**config.mk**
```make
export PLATFORM = sky130hd
export DESIGN_NAME = dac_clk_en_seq
export DESIGN_NICKNAME = d
export VERILOG_FILES = /design/src/rtl/dac_clk_en_seq.sv
export SDC_FILE = /design/constraint.sdc
export NUM_CORES = 1
export LEC_CHECK = 0
export ABC_CLOCK_PERIOD_IN_PS = 1750
export CAP_MARGIN = 15
export CORE_UTILIZATION = 52
export CTS_CLUSTER_SIZE = 40
export DETAILED_ROUTE_END_ITERATION = 10
export HOLD_SLACK_MARGIN = 0.15
export PLACE_DENSITY = 0.76
export SYNTH_ARGS = -nofsm -noshare
export SYNTH_HDL_FRONTEND = slang
export SYNTH_SLANG_ARGS = --single-unit
```
**constraint.sdc**
```tcl
create_clock -name clk -period 1.75 [get_ports clk]
set_input_delay 0.525 -clock clk [delete_from_list [all_inputs] [get_ports clk]]
set_output_delay 0.525 -clock clk [all_outputs]
set_load 0.05 [all_outputs]
```
**src/rtl/dac_clk_en_seq.sv**
```systemverilog
// rtl/dac_clk_en_seq.sv - DAC clock-enable / data-enable power sequencer
module dac_clk_en_seq #(
  parameter int SETTLE_CYC  = 16,
  parameter int WARMUP_CYC  = 8,
  parameter int FLUSH_CYC   = 4,
  parameter int OFF_MIN_CYC = 8,
  parameter int CNT_W       = 8
) (
  input  logic       clk,
  input  logic       reset_n,
  input  logic       run,
  input  logic       pll_locked,
  input  logic       err_clr,
  output logic       clk_en,
  output logic       data_en,
  output logic       active,
  output logic [2:0] state,
  output logic       lock_err
);

  typedef enum logic [2:0] {
    IDLE     = 3'd0,
    SETTLE   = 3'd1,
    WARMUP   = 3'd2,
    RUN      = 3'd3,
    FLUSH    = 3'd4,
    OFF_HOLD = 3'd5
  } state_t;

  // Reload values are N-1 so each timed state spans exactly N cycles.
  localparam logic [CNT_W-1:0] SETTLE_LD = CNT_W'(SETTLE_CYC - 1);
  localparam logic [CNT_W-1:0] WARMUP_LD = CNT_W'(WARMUP_CYC - 1);
  localparam logic [CNT_W-1:0] FLUSH_LD  = CNT_W'(FLUSH_CYC - 1);
  localparam logic [CNT_W-1:0] OFF_LD    = CNT_W'(OFF_MIN_CYC - 1);
  localparam logic [CNT_W-1:0] CNT_ONE   = CNT_W'(1);

  state_t           state_q;
  state_t           state_d;
  logic [CNT_W-1:0] cnt_q;
  logic [CNT_W-1:0] cnt_d;
  logic             cnt_done;
  logic             err_set;
  logic             err_d;

  assign cnt_done = (cnt_q == '0);
  assign state    = state_q;

  // Next-state and counter decode; lock loss outranks run drop, which outranks expiry.
  always_comb begin
    state_d = IDLE;
    cnt_d   = cnt_done ? '0 : (cnt_q - CNT_ONE);
    err_set = 1'b0;
    case (state_q)
      IDLE: begin
        state_d = IDLE;
        if (run && pll_locked) begin
          state_d = SETTLE;
          cnt_d   = SETTLE_LD;
        end
      end
      SETTLE: begin
        state_d = SETTLE;
        if (!run || !pll_locked) begin
          // Clock never ran, so no minimum off time is owed.
          state_d = IDLE;
          cnt_d   = '0;
        end else if (cnt_done) begin
          state_d = WARMUP;
          cnt_d   = WARMUP_LD;
        end
      end
      WARMUP: begin
        state_d = WARMUP;
        if (!pll_locked) begin
          state_d = OFF_HOLD;
          cnt_d   = OFF_LD;
          err_set = 1'b1;
        end else if (!run) begin
          state_d = FLUSH;
          cnt_d   = FLUSH_LD;
        end else if (cnt_done) begin
          state_d = RUN;
          cnt_d   = '0;
        end
      end
      RUN: begin
        state_d = RUN;
        if (!pll_locked) begin
          state_d = OFF_HOLD;
          cnt_d   = OFF_LD;
          err_set = 1'b1;
        end else if (!run) begin
          state_d = FLUSH;
          cnt_d   = FLUSH_LD;
        end
      end
      FLUSH: begin
        state_d = FLUSH;
        if (!pll_locked) begin
          state_d = OFF_HOLD;
          cnt_d   = OFF_LD;
          err_set = 1'b1;
        end else if (cnt_done) begin
          state_d = OFF_HOLD;
          cnt_d   = OFF_LD;
        end
      end
      OFF_HOLD: begin
        state_d = OFF_HOLD;
        if (cnt_done) begin
          state_d = IDLE;
          cnt_d   = '0;
        end
      end
      default: begin
        state_d = IDLE;
        cnt_d   = '0;
      end
    endcase
  end

  // Sticky lock error: a new set in the clear cycle wins.
  assign err_d = err_set | (lock_err & ~err_clr);

  // State, counter and next-state-decoded output flops.
  always_ff @(posedge clk or negedge reset_n) begin
    if (!reset_n) begin
      state_q  <= IDLE;
      cnt_q    <= '0;
      clk_en   <= 1'b0;
      data_en  <= 1'b0;
      active   <= 1'b0;
      lock_err <= 1'b0;
    end else begin
      state_q  <= state_d;
      cnt_q    <= cnt_d;
      clk_en   <= (state_d == WARMUP) || (state_d == RUN) || (state_d == FLUSH);
      data_en  <= (state_d == RUN);
      active   <= (state_d == RUN);
      lock_err <= err_d;
    end
  end

endmodule

```
Word level (Yosys, flattened, before mapping)
Index checks and enable logic that the tools add are counted.
- $add $sub $neg: 1
- eq/ne operators: 8
- multiplexer cells: 25
- bitwise operators: 3
- reduce and logical (&&, ||, !) cells: 9
- operators with widths (kind ; number):
    8-bit 2-to-1 mux ; 10
    8-bit one-hot mux with 6 select lines ; 1
    3-bit one-hot mux with 6 select lines ; 1
    3-bit 2-to-1 mux ; 5
    3-bit by 2-bit equality test with 1-bit output, second input constant ; 4
    3-bit equality test, second input constant ; 3
    8-bit zero test ; 1
    8-bit by 1-bit subtractor with 8-bit output, second input constant ; 1
    1-bit 2-to-1 mux ; 6
    2-bit 2-to-1 mux ; 2
    3-bit by 1-bit equality test with 1-bit output, second input constant ; 1
    3-bit zero test ; 1
    1-bit logical OR ; 3
    3-bit OR reduction ; 1
    1-bit zero test ; 2
    1-bit AND ; 1
    1-bit logical AND ; 1
    1-bit NOT ; 1
    1-bit bitwise OR ; 1
- bits in registers: 14
- word-level logic and storage cells: 51

Depth between registers and ports, before layout
Gate-level depths: netlist (run 1).
- depth after elaboration: 8
- gate-level depth with buffers: 6
- gate-level depth less buffers: 6

Least setup slack after synthesis (run 1)
OpenSTA, ideal clock, no wires.
- path kind: reg2reg
- start: register state_q[2], in the netlist state[2]
- end: register cnt_q[4]
- data arrival time: 1.489 ns
- required time: 1.618 ns
- path slack: 0.128 ns
- cell stages (with the launch flop): 5
- path buffers: 1
- period minus slack after synthesis: 1.622 ns
- cell sequence: dfrtp_1 > clkbuf_1 > nor2_1 > o221ai_1 > nor2_1
- word-level cells in the longest chain between the ends: 2
- RTL lines (what ; RTL line ; text):
    from (decl) ; 37 ; state_t state_q;
    from (signal assigned) ; 135 ; state_q <= state_d;
    3-bit equality test, or another cell as far along ; 53 ; case (state_q)
    8-bit one-hot mux with 6 select lines (*) ; 53 ;
    via cnt_d[4] ; 40 ; logic [CNT_W-1:0] cnt_d;
    to (signal assigned) ; 136 ; cnt_q <= cnt_d;
    to (decl) ; 39 ; logic [CNT_W-1:0] cnt_q;
Mark *: on every way through the listed nets, which the timed path passes. The rest lies on a longest branch.

Worst setup path in the final report (run 1)
- start: register state_q[0], in the netlist state[0]
- end: output state[0]
- RTL lines (what ; RTL line ; text):
    to (decl) ; 17 ; output logic [2:0] state,
No word-level cell between the ends.

==> results of run 1 <==
## final cells by class
| type | count | area (um^2) |
|---|---|---|
| multi-input cells | 73 | 496.7 |
| fillers | 110 | 364.1 |
| flip-flops and latches | 14 | 351.6 |
| repair buffers | 23 | 257.7 |
| clock buffers | 4 | 36.28 |
| well taps | 16 | 20.02 |
| inverters | 4 | 15.01 |
## routing by layer
metal | GRT usage | up-vias
met5 | 0 | -
met2 | 0.4121 | 25
met4 | 0.1818 | 0
li1 | - | 387
met1 | 0.3252 | 384
met3 | 0.04255 | 7
## where the power goes
group          internal [mW]  leakage [nW]  switching, mW
logic                  0.580         0.308          0.605
registers              0.455         0.181          0.223
clock network          0.127        0.0210          0.114
total                   1.16         0.511          0.941
## logic make-up (layout without fill, tap and decap cells)
kind of cell | after synthesis | after routing | share of synthesized area
AND/OR/NAND/NOR | 41 | 41 | 0.2808
AO/OA/AOI/OAI | 22 | 22 | 0.1619
flip-flops | 14 | 14 | 0.4012
buffers and inverters | 9 | 31 | 0.04440
XOR/XNOR | 6 | 6 | 0.06018
adder cells (fa/ha/maj) | 2 | 2 | 0.02865
multiplexers | 2 | 2 | 0.02292
## cell usage after synthesis (2+ instances only)
| master | count |
|---|---|
| mux2i_1 | 2 |
| a21oi_1 | 4 |
| o22ai_1 | 2 |
| dfrtp_1 | 14 |
| ha_1 | 2 |
| nor3_1 | 4 |
| nand2b_1 | 3 |
| inv_1 | 4 |
| xnor2_1 | 3 |
| nor2_1 | 14 |
| nand2_1 | 4 |
| nand3_1 | 2 |
| and2_1 | 2 |
| o21ai_0 | 9 |
| and2_2 | 2 |
| clkbuf_1 | 3 |
| xor2_1 | 3 |
## stage by stage
stage | setup TNS (ns) | instance area [um^2] | setup WS (ns)
2_1_floorplan | 0 | 873.3 | 0.1284
3_3_place_gp | -1.203 | 1127 | -0.2070
3_5_place_dp | -1.663 | 1127 | -0.2267
4_1_cts | 0 | 1165 | 0.05547
5_1_grt | 0 | 1177 | 0.006109
6_report | 0 | 1177 | 0.05946
## worst paths after layout
kind	startpoint	end	slack [ns]
worst max-delay path	state[0]	state[0]	0.06
worst min register to register	lock_err	lock_err	0.59
worst min-delay path	reset_n	cnt_q[1]	0.51
worst max register to register	cnt_q[1]	state[0]	0.08
min in group clk	lock_err	lock_err	0.59
max in group asynchronous	reset_n	state[2]	0.78
## flip-flops by register name, summed over array words and instances, names as in the netlist
signal and flops:
cnt_q 8, state 3, active 1, clk_en 1, lock_err 1
## what timing repair did
item / 4_1_cts / 5_1_grt
endpoints found under the setup margin: 1 / 5
resized for setup: 1 / 3
hold endpoints to repair: 0 / 0
==> impl_metrics.csv, run 1 <==
group,metric,value,unit
outcome,status,"complete, no violations",
route,avgViaCountPerCell,5.993,
setup_path,crit_path_cell_trace,"buf_12",
synth,async_reset_ff_frac,1.000,
setup_path,critPathMaxStageDelay,0.66,ns
sta,finalCritPeriodShare,0.9660,
synth,synthesis.area,873.3,um^2
setup_path,required,1.22,ns
finish,instances_no_fill,134,
route,dr.first_iter.drc_count,26,
route,wl_met1,906,um
route,top_layer_used,"met4",
sta,rsz0062_at_grt,"no",
placed_design,dp_cells,130,
placed_design,dpl.hpwl,1.607,mm
synth,yosys_warnings,0,
route,wirelength,2.090,mm
power_and_ir_drop,powerDensity,1786,nW/um^2
hold_path,hp-class,"in -> async",
route,ant_nets,0,
finish,final_common_cell,"nor2_1",
sta,relSlewSlack,0.6651,
floorplan,num_rows,14,
clock_tree,clockRootBuffer,"clkbuf_4",
finish,drive_above_1_share,0.2966,
setup_path,rr_worst_depth,6,
clock_tree,post_cts_buffers,0,
floorplan,ios,12,
synth,ys_seq_area_frac,0.4011,
power_and_ir_drop,ir_worst_vdd,1124,uV
clock_tree,clock_latency,0.29,ns
synth,synth_area_leaders,"dfrtp_1 (40%), nor2_1 (6.0%), o21ai_0 (5.2%), xnor2_1 (3.0%), xor2_1 (3.0%)",
synth,syn-num-nets,103,
route,via_count,803,
sta,worst_slew_pin_slew,0.5023,ns
setup_path,worst-path-buf-inv,1,
setup_path,critical-path-top-delay-family,"flip-flops",
synth,synthFlopType,"dfrtp_1",
route,wl_per_cell,15.60,um
clock_tree,cts_htree_levels,1,
global_route,grt_use_total,0.2622,
clock_tree,cts_tree,"done",
global_route,grt_pass1_vias,809,
power_and_ir_drop,leakage,0.5106,nW
sta,fmax,0.5915,GHz
setup_path,critPathCaptureType,"primary output",
setup_path,cp.arrival,1.17,ns
synth,ys_seq_elements,14,
route,met2_length,1.038,mm
synth,synth_edf_count,0,
sta,holdWs,0.5101,ns
sta,slew_violations,0,
clock_tree,clk_pin_slew,0.09,ns
flow_run,cap_viol_max_count,0,
sta,fin_skew,0.007946,ns
floorplan,initial_core_util,0.5666,
power_and_ir_drop,power,2.103,mW
synth,avgSynthCellArea,9.097,um^2
clock_tree,hold_buffers,0,
placed_design,place.gp.congestion,0.8690,
route,met3WireLength,76,um
global_route,antenna_found_initial,0,
synth,synthDominantCellAreaShare,0.4011,
synth,yosysTopAreaCell,"dfrtp_1",
finish,syn2layout_area_growth,34.81,%
route,dr.pass1.iters,4,
global_route,grt_pass1_wl,3.505,mm
sta,finalHoldViolCount,0,
floorplan,die_area,1847,um^2
global_route,grt.overflow.total,0,
setup_path,critPathMaxFanout,15,
setup_path,startpoint_type,"register",
route,drc,0,
clock_tree,cts_buffer_depth,2,
setup_path,crit_slowest_cell,"dfrtp_1",
global_route,grt_max_degree,17,
finish,nNetsFinal,126,
finish,final_util,0.7638,
floorplan,die_h,42.98,um
setup_path,worstSetupPathType,"reg -> out",
floorplan,coreArea,1541,um^2
finish,antennaDiodeCount,0,
floorplan,die-width,42.98,um
finish,mostFrequentLayoutCells,"nor2_1 (14), dfrtp_1 (13), buf_4 (13)",
setup_path,cp.depth,1,
sta,setup_violations,0,
sta,layout_min_cycle_time,1.691,ns
clock_tree,cts-buffers-inserted,3,
placed_design,port_buffers,11,
clock_tree,cts.sinks,14,
synth,netlist_instances,96,
synth,yosysUniqueCellTypes,36,
(Power assumes the default switching activity.)
==> run 2, diff against run 1 <==
--- a/config.mk
+++ b/config.mk
@@ -12,6 +12,7 @@
 export DETAILED_ROUTE_END_ITERATION = 10
 export HOLD_SLACK_MARGIN = 0.15
 export PLACE_DENSITY = 0.76
+export SLEW_MARGIN = 40
 export SYNTH_ARGS = -nofsm -noshare
 export SYNTH_HDL_FRONTEND = slang
 export SYNTH_SLANG_ARGS = --single-unit
==> results of run 2 <==
Final layout, timing and power as in run 1 (identical DEF).
==> run 3, diff against run 2 <==
--- a/config.mk
+++ b/config.mk
@@ -5,11 +5,12 @@
 export SDC_FILE = /design/constraint.sdc
 export NUM_CORES = 1
 export LEC_CHECK = 0
-export ABC_CLOCK_PERIOD_IN_PS = 1750
+export ABC_CLOCK_PERIOD_IN_PS = 1600
 export CAP_MARGIN = 15
 export CORE_UTILIZATION = 52
 export CTS_CLUSTER_SIZE = 40
 export DETAILED_ROUTE_END_ITERATION = 10
+export GPL_ROUTABILITY_DRIVEN = 0
 export HOLD_SLACK_MARGIN = 0.15
 export PLACE_DENSITY = 0.76
 export SLEW_MARGIN = 40
==> constraint.sdc (replaced) <==
create_clock -name clk -period 1.6 [get_ports clk]
set_input_delay 0.48 -clock clk [delete_from_list [all_inputs] [get_ports clk]]
set_output_delay 0.48 -clock clk [all_outputs]
set_load 0.05 [all_outputs]
==> run 3 against run 2 <==
Worst hold slack worse by 0.026 ns; utilization up 8.9 points; non-clock buffer count rose by 11; combinational power increased by 41%; register-to-register slack worse by 0.03 ns; total power grew 24%; largest cell class unchanged; largest power group unchanged.
==> impl_metrics.csv, run 3 (synthesis results as in run 1) <==
group,metric,value,unit
finish,drive_above_1_share,0.4341,
sta,fin_skew,0.008576,ns
power_and_ir_drop,leakage,0.5835,nW
floorplan,die_area,1847,um^2
route,via_count,844,
global_route,grt_pass1_wl,3.429,mm
route,dr.first_iter.drc_count,17,
finish,fill_cells,80,
sta,timing.final.ws_setup,0.01506,ns
placed_design,port_buffers,11,
power_and_ir_drop,ir_worst_vdd,1485,uV
power_and_ir_drop,powerDensity,1980,nW/um^2
clock_tree,hold_buffers,0,
global_route,antenna_found_initial,0,
clock_tree,cts-buffers-inserted,3,
sta,layout_min_cycle_time,1.585,ns
setup_path,crit_slowest_cell,"clkdlybuf4s50_1",
placed_design,place_ws,-0.2623,ns
setup_path,crit_path_cell_trace,"clkdlybuf4s50_1, nand3b_1, a211oi_2, o21ai_1, o21ai_0",
route,avgViaCountPerCell,5.821,
clock_tree,cts_tree,"done",
route,drc,0,
global_route,grt.overflow.total,0,
floorplan,num_rows,14,
clock_tree,clk_pin_slew,0.09,ns
clock_tree,cts.sinks,14,
flow_run,cap_viol_max_count,0,
setup_path,critPathCaptureType,"register",
finish,largest_reg_flops,8,
hold_path,hp-class,"in -> async",
finish,syn2layout_area_growth,50.57,%
clock_tree,cts_htree_levels,1,
floorplan,die-width,42.98,um
finish,nNetsFinal,137,
setup_path,cp.arrival,1.79,ns
clock_tree,clock_latency,0.29,ns
clock_tree,clockRootBuffer,"clkbuf_4",
finish,antennaDiodeCount,0,
finish,postLayoutCellArea,1315,um^2
finish,instances_no_fill,145,
sta,finalHoldViolCount,0,
finish,mostFrequentLayoutCells,"buf_4 (23), nor2_1 (14), dfrtp_1 (10)",
global_route,grt_max_degree,15,
finish,final_common_cell,"buf_4",
floorplan,ios,12,
power_and_ir_drop,power,2.604,mW
sta,slew_violations,0,
placed_design,dpl.hpwl,1.497,mm
setup_path,worstSetupPathType,"in -> reg",
clock_tree,cts_buffer_depth,2,
finish,largest_register,"cnt_q",
route,wl_per_cell,14.80,um
sta,relSlewSlack,0.7810,
placed_design,dp_cells,137,
sta,worst_slew_pin_slew,0.3261,ns
route,ant_nets,0,
global_route,grt_use_total,0.2569,
sta,setup_violations,0,
setup_path,critPathMaxFanout,4,
setup_path,startpoint_type,"input pin",
sta,rsz0062_at_grt,"yes",
global_route,grt_pass1_vias,757,
placed_design,dpl_cell_area,1194,um^2
setup_path,required,1.80,ns
floorplan,die_h,42.98,um
sta,fmax,0.6309,GHz
route,wirelength,2.146,mm
setup_path,critPathMaxStageDelay,0.55,ns
route,dr.pass1.iters,4,
floorplan,initial_core_util,0.5666,
floorplan,coreArea,1541,um^2
outcome,status,"complete, no violations",
sta,finalCritPeriodShare,0.9906,
## run 3: critical path, delay by kind of cell
kind,cells,cell delay [ns]
compound gates,3,0.56
buf+inv,1,0.55
simple gates,1,0.19
## run 3: through the flow
| step | util | hold slack, ns | TNS [ns] |
|---|---|---|---|
| 2_1_floorplan | - | 0.1844 | 0 |
| 3_3_place_gp | 0.7744 | 0.5508 | -1.757 |
| 3_5_place_dp | 0.7744 | 0.5734 | -2.144 |
| 4_1_cts | 0.8166 | 0.4924 | -0.01935 |
| 5_1_grt | 0.8531 | 0.5147 | -0.01095 |
| 6_report | 0.8531 | 0.4841 | 0 |
## run 3: area by class of cell
type                       instances  area [um^2]  share of cell area
clock buffer                       4        36.28             0.02759
inverter                           4        15.01             0.01142
multi-input combinational         73        533.0              0.4053
sequential                        14        355.3              0.2702
tap                               16        20.02             0.01522
timing repair buffer              34        355.3              0.2702
## run 3: power breakdown
part	switching [mW]	internal [mW]
sequential	0.153	0.503
combinational	0.826	0.856
clock	0.127	0.139
total	1.11	1.50
## run 3: worst paths after layout
kind                             to  slack, ns      from  cells past startpoint
max                        cnt_q[2]       0.02       run                      5
min reg2reg                lock_err       0.59  lock_err                      2
min                          clk_en       0.48   reset_n                      2
max reg2reg                cnt_q[2]       0.05  cnt_q[1]                      7
max in group asynchronous  cnt_q[5]       0.92   reset_n                      2
min in group clk           lock_err       0.59  lock_err                      2
## run 3: metal layers
metal | GRT usage | share of wire | up-vias
met1 | 0.3442 | 0.45 | 404
met2 | 0.3970 | 0.50 | 31
li1 | - | - | 406
met5 | 0 | 0 | -
met3 | 0.03830 | 0.044 | 3
met4 | 0.1394 | 0.011 | 0
## run 3: timing repair
action / in CTS / in global routing
pin swaps: 0 / 4
resized for setup: 5 / 13
setup buffers: 1 / 3
cloned: 0 / 0
endpoints found under the setup margin: 7 / 10
